`config.mk`:
```
export PLATFORM = sky130hd
export DESIGN_NAME = sram_port_arbiter
export DESIGN_NICKNAME = d
export VERILOG_FILES = /design/src/rtl/sram_port_arbiter.sv
export SDC_FILE = /design/constraint.sdc
export NUM_CORES = 1
export LEC_CHECK = 0
export BUFFER_PORTS_ARGS = -buffer_cell sky130_fd_sc_hd__buf_2
export CAP_MARGIN = 20
export CORE_AREA = 2 2 107 109
export CTS_BUF_LIST = sky130_fd_sc_hd__clkbuf_4
export DETAILED_ROUTE_END_ITERATION = 6
export DIE_AREA = 0 0 109 111
export GPL_TIMING_DRIVEN = 0
export PLACE_DENSITY = 0.79
export REMOVE_ABC_BUFFERS = 1
export SYNTH_ARGS = -nofsm -noshare
export SYNTH_HDL_FRONTEND = slang
export SYNTH_SLANG_ARGS = --single-unit
```
`constraint.sdc`:
```
create_clock -name clk -period 2 [get_ports clk]
set_input_delay 0.2 -clock clk [delete_from_list [all_inputs] [get_ports clk]]
set_output_delay 0.2 -clock clk [all_outputs]
set_load 0.03 [all_outputs]
```
`src/rtl/sram_port_arbiter.sv`:
```
// rtl/sram_port_arbiter.sv - shares one SRAM-like memory port between instruction fetch and data requesters
module sram_port_arbiter #(
    parameter int STARVE_LIMIT = 4
) (
    input  logic        clk,
    input  logic        rst,
    input  logic        inst_req,
    input  logic [31:0] inst_addr,
    output logic [31:0] inst_rdata,
    output logic        inst_data_ok,
    input  logic        data_req,
    input  logic [3:0]  data_wen,
    input  logic [31:0] data_addr,
    input  logic [31:0] data_wdata,
    output logic [31:0] data_rdata,
    output logic        data_data_ok,
    output logic        stallreq_for_inst,
    output logic        stallreq_for_data,
    output logic        mem_req,
    output logic [3:0]  mem_wen,
    output logic [31:0] mem_addr,
    output logic [31:0] mem_wdata,
    input  logic        mem_addr_ok,
    input  logic        mem_data_ok,
    input  logic [31:0] mem_rdata
);

    typedef enum logic [1:0] {
        IDLE      = 2'd0,
        WAIT_ADDR = 2'd1,
        WAIT_DATA = 2'd2
    } state_t;

    localparam logic [3:0] LIMIT = 4'(STARVE_LIMIT);

    state_t      state;
    state_t      state_next;
    logic        owner;
    logic [3:0]  starve_cnt;
    logic        any_req;
    logic        grant_data;
    logic        done;

    // Data wins unless an instruction fetch has already waited out LIMIT data grants.
    assign any_req    = inst_req | data_req;
    assign grant_data = data_req & ~(inst_req & (starve_cnt == LIMIT));

    always_comb begin
        state_next = state;
        mem_req    = 1'b0;
        done       = 1'b0;
        case (state)
            IDLE: begin
                if (any_req) state_next = WAIT_ADDR;
            end
            WAIT_ADDR: begin
                mem_req = 1'b1;
                if (mem_addr_ok) state_next = WAIT_DATA;
            end
            WAIT_DATA: begin
                if (mem_data_ok) begin
                    done       = 1'b1;
                    state_next = IDLE;
                end
            end
            default: state_next = IDLE;
        endcase
    end

    assign inst_data_ok      = done & ~owner;
    assign data_data_ok      = done & owner;
    assign inst_rdata        = inst_data_ok ? mem_rdata : 32'd0;
    assign data_rdata        = data_data_ok ? mem_rdata : 32'd0;
    assign stallreq_for_inst = inst_req & ~inst_data_ok;
    assign stallreq_for_data = data_req & ~data_data_ok;

    always_ff @(posedge clk or negedge rst) begin
        if (!rst) begin
            state      <= IDLE;
            owner      <= 1'b0;
            starve_cnt <= 4'd0;
            mem_wen    <= 4'd0;
            mem_addr   <= 32'd0;
            mem_wdata  <= 32'd0;
        end else begin
            state <= state_next;
            if (state == IDLE && any_req) begin
                owner <= grant_data;
                if (grant_data) begin
                    mem_wen   <= data_wen;
                    mem_addr  <= data_addr;
                    mem_wdata <= data_wdata;
                    if (!inst_req)
                        starve_cnt <= 4'd0;
                    else if (starve_cnt < LIMIT)
                        starve_cnt <= starve_cnt + 4'd1;
                end else begin
                    mem_wen    <= 4'd0;
                    mem_addr   <= inst_addr;
                    mem_wdata  <= 32'd0;
                    starve_cnt <= 4'd0;
                end
            end
        end
    end

endmodule

```
==> results list <==
* Result of the run: finished with violations
* Failing checks: negative setup slack
* Root Driver: sky130_fd_sc_hd__clkbuf_4
- The first global-routing pass estimated 23.0 mm of wire.
- Layout Skew: 0.0188 ns
- Static timing analysis puts the maximum clock frequency at 486 MHz.
- Worst path bufs/invs: 1
- Std cell rows: 39
* Global-route track usage on met2: 45.5%
- Crit Reg-Reg Startpoint: starve_cnt[1]
* Number of H-tree levels: 3
* Total of max-cap violations: 0
- On the worst path, the slowest cell contributes a delay of 0.45 ns.
- STA classifies the critical path endpoint as an output port.
- Sw Ratio: 49.9%
- Setup repair after global routing missed its margin: true
- # clock sinks: 75
* Worst endpoint required time: 1.80 ns
- Path category of the worst min-delay check: in -> reg
- The worst path in the final design needs a cycle of 2.06 ns, including I/O delays and setup.
- Depth of the worst hold-timing path: 3
* Total grt overflow: 0
- Total Negative Setup Slacks: -0.793 ns
* Register clock-pin slew on the reported worst setup and hold paths: 0.14 ns
* Die span in y: 111 um
- The critical path goes through nor2b_4, and3_4, and2_1, clkbuf_4.
- Each instance of the synthesized netlist takes up on average 8.46 um2.
- The count of endpoints failing hold in the final timing report is 0.
* Arr. time, crit path: 1.86 ns
- During I/O placement, the number of pins put on the boundary was 275.
* Initial Utilization: 33.8%
- # nets final: 922
* Footprint of the multi-input gates: 0.00179 mm2
- Yosys printed 0 warnings.
- For this run, asynchronously set or reset flops after synthesis account for 100%.
- Critical setup path kind: reg -> out
* Remaining antenna violation count: 0
* Clock power frac: 12.8%
* Worst hold path startpoint: data_addr[31]
- Gate count after technology mapping: 443
* Number of distinct library cells after synthesis: 26
- Worst setup margin: -0.0558 ns
- Maximum number of pins on one net before global-route repair: 42
* Routed Wire Length: 16.9 mm
- Cell internal pwr: 4.31 mW
- The completed layout was analyzed and its total power is 8.60 mW.
- The later pin in the worst-skew pair is clocked with a latency of 0.43 ns.
- At the end of routability-driven placement, the weighted congestion stood at 0.797.
* Normalized max-slew margin: 57.7%
- Via count of the first global-routing pass: 4420
- After detailed routing, the number of vias per cell comes to 4.92.
- The analysis attributes to cell leakage a power of 3.53 nW.
- TritonCTS built the clock tree.
- Starting DRT DRC Count: 319
* Gate power share: 57.1%
* Share of the cycle needed by the critical path after routing: 103%
- Pwr per Cell Area: 1290 mW/mm2
* Fraction of met3 tracks used by global routing: 5.47%
- For hold timing, the worst endpoint is mem_addr[31].
- Overall die width: 109 um
* Launching element type of the critical path: flop
- Number of antenna violations at the first check in global routing: 11
* IO buf count: 274
- Count of state elements after synthesis: 75
- CORE AREA: 0.0111 mm2
- The die covers 0.0121 mm2.
- Crit Reg-Reg Endpoint: mem_addr[27]
- Number of filler instances in the final layout: 905
* Number of cells traversed by the worst register-to-register path: 7
* Non-filler instance count after layout: 942
- Share of final-layout standard cells stronger than drive strength 1: 45.0%
* Most Used Layer, Global Route: met2
- Number of buffers created by CTS: 9
- Transition time at the pin with the least slew margin: 0.634 ns
- The sequential cells in the finished layout cover a total of 0.00188 mm2.
- Switching power: 4.30 mW
- In this run the register-to-register setup slack is 0.09 ns.
- Dividing the detail-routed wire length by the instance count gives 18.0 um.
- At the placement stage, the worst setup path has a slack of -0.232 ns.
* Post-synthesis instance area: 0.00375 mm2
- On the critical path the largest part of the delay comes from simple AND/OR/NAND/NOR gates.
- Setup violations remaining at the end of the flow were counted as 37.
- For this run, global-route usage on met1 was measured as 25.3%.
* Maximum fanout along the worst path: 34
- Cell Count Post-Placement: 833
- The number of max-slew violations in the final report is 0.
- Across every metal layer, demand over resource in global routing totals 25.3%.
* Vias: 4633
- Part of the Yosys area used for sequential elements: 50.1%
- Registers are responsible for 30.1% of the overall power.
* Maximum resistive drop on vdd: 0.000812 V
- Final hold slack: 0.0564 ns
- Relative to the synthesized area, the layout overhead comes to 78.6%.
* 1st-pass router iterations: 7
- Library cell contributing the largest single delay on the critical path: sky130_fd_sc_hd__dfrtp_1
* Count of flip-flops with a built-in enable after synthesis: 0
- Counting along the longest clock path gives a buffer depth of 2.
- Sum of net half-perimeters after detailed placement: 9.81 mm
* Flip-flop cell with the highest count after synthesis: sky130_fd_sc_hd__dfrtp_1
- DRC violations left: 0
[logic make-up after synthesis]
logic type                 synth area share, %
DFF                                       50.1
AOI/OAI and AO/OA                         10.4
adders and majority gates                0.668
muxes                                    0.300
buffers and inverters                     5.84
and+or+nand+nor                           32.7
[synth_stat cells (2+ instances only)]
cell	n	area, um2
sky130_fd_sc_hd__dfrtp_1	75	1880
sky130_fd_sc_hd__buf_6	4	45.0
sky130_fd_sc_hd__nand3_1	26	130
sky130_fd_sc_hd__buf_2	15	75.1
sky130_fd_sc_hd__nor2_1	35	131
sky130_fd_sc_hd__inv_1	6	22.5
sky130_fd_sc_hd__buf_4	2	15.0
sky130_fd_sc_hd__ha_1	2	25.0
sky130_fd_sc_hd__a22o_1	2	17.5
sky130_fd_sc_hd__o21ai_0	3	15.0
sky130_fd_sc_hd__nand3_2	10	100
sky130_fd_sc_hd__a21oi_1	67	335
sky130_fd_sc_hd__nor2b_1	2	12.5
sky130_fd_sc_hd__and2_1	65	407
sky130_fd_sc_hd__nand2_1	108	405
sky130_fd_sc_hd__clkbuf_1	11	41.3
[sequential cells by signal, summed over array words and instances, names as in the netlist]
register,count
mem_wdata,32
owner,1
mem_wen,4
state,2
mem_addr,32
starve_cnt,4
[layer usage]
metal | share of wire (%) | wire length, um
met5 | 0 | 0
met4 | 4.4 | 746
met3 | 7.6 | 1280
met2 | 53 | 8930
met1 | 35 | 5960
[layout by cell type (no fill, tap or decap), types with 3 or more instances in the layout]
cell / synthesis / layout
sky130_fd_sc_hd__buf_2: 15 / 209
sky130_fd_sc_hd__diode_2: 0 / 12
sky130_fd_sc_hd__buf_4: 2 / 14
sky130_fd_sc_hd__and2_4: 0 / 30
sky130_fd_sc_hd__inv_1: 6 / 6
sky130_fd_sc_hd__o21ai_0: 3 / 3
sky130_fd_sc_hd__nor2_1: 35 / 33
sky130_fd_sc_hd__dfrtp_1: 75 / 75
sky130_fd_sc_hd__clkinv_4: 0 / 3
sky130_fd_sc_hd__buf_12: 1 / 5
sky130_fd_sc_hd__clkbuf_4: 0 / 30
sky130_fd_sc_hd__dlygate4sd3_1: 0 / 70
sky130_fd_sc_hd__a21oi_1: 67 / 67
sky130_fd_sc_hd__nand2_1: 108 / 107
sky130_fd_sc_hd__nand3_2: 10 / 10
sky130_fd_sc_hd__buf_16: 0 / 3
sky130_fd_sc_hd__nand3_1: 26 / 26
sky130_fd_sc_hd__buf_6: 4 / 35
sky130_fd_sc_hd__and2_1: 65 / 35
[tightest hold or removal path, cell delays in order]
cell	delay, ns
sky130_fd_sc_hd__buf_2	0.08
sky130_fd_sc_hd__a21oi_1	0.05
sky130_fd_sc_hd__a21oi_1	0.13
[metrics by stage]
step	cell area (um2)	utilization [%]
2_1_floorplan	3550	-
3_3_place_gp	5100	46.1
3_5_place_dp	5240	47.3
4_1_cts	6390	57.7
5_1_grt	6690	60.4
6_report	6690	60.4
[repair_timing]
| action | 4_1_cts | 5_1_grt |
|---|---|---|
| setup endpoints to repair | 75 | 100 |
| gates cloned | 3 | 3 |
| hold buffers | 70 | 0 |
| resized for setup | 68 | 87 |
| hold endpoints to repair | 104 | 0 |
| pin swaps | 11 | 19 |
| buffers inserted | 3 | 2 |
[power by group through the flow]
stage	Clock [mW]	Combinational, mW	Sequential (mW)
2_1_floorplan	0	1.55	3.88
3_3_place_gp	0	3.97	2.47
3_5_place_dp	0	4.38	2.58
4_1_cts	1.14	4.69	2.57
5_1_grt	1.19	5.22	2.67
6_report	1.10	4.91	2.59
[worst max-delay path by stage]
stage | start | end | slack [ns] | cells after the start
floorplan | state[0] | starve_cnt[0] | -0.72 | 4
global placement | state[0] | starve_cnt[0] | -1.76 | 4
detailed placement | state[0] | starve_cnt[0] | -0.23 | 4
CTS | state[0] | inst_rdata[2] | -0.06 | 7
global route | state[0] | inst_rdata[9] | -0.11 | 7
finish | state[0] | data_rdata[2] | -0.06 | 4
[layout make-up]
| cell class | count | area share (%) |
|---|---|---|
| clock buffer | 9 | 1.01 |
| antenna | 12 | 0.449 |
| inverter | 6 | 0.337 |
| timing repair buffer | 359 | 39.2 |
| tap | 143 | 2.67 |
| clock inverter | 7 | 1.51 |
| multi-input combinational | 331 | 26.7 |
| sequential | 75 | 28.0 |
(Power assumes the default switching activity.)
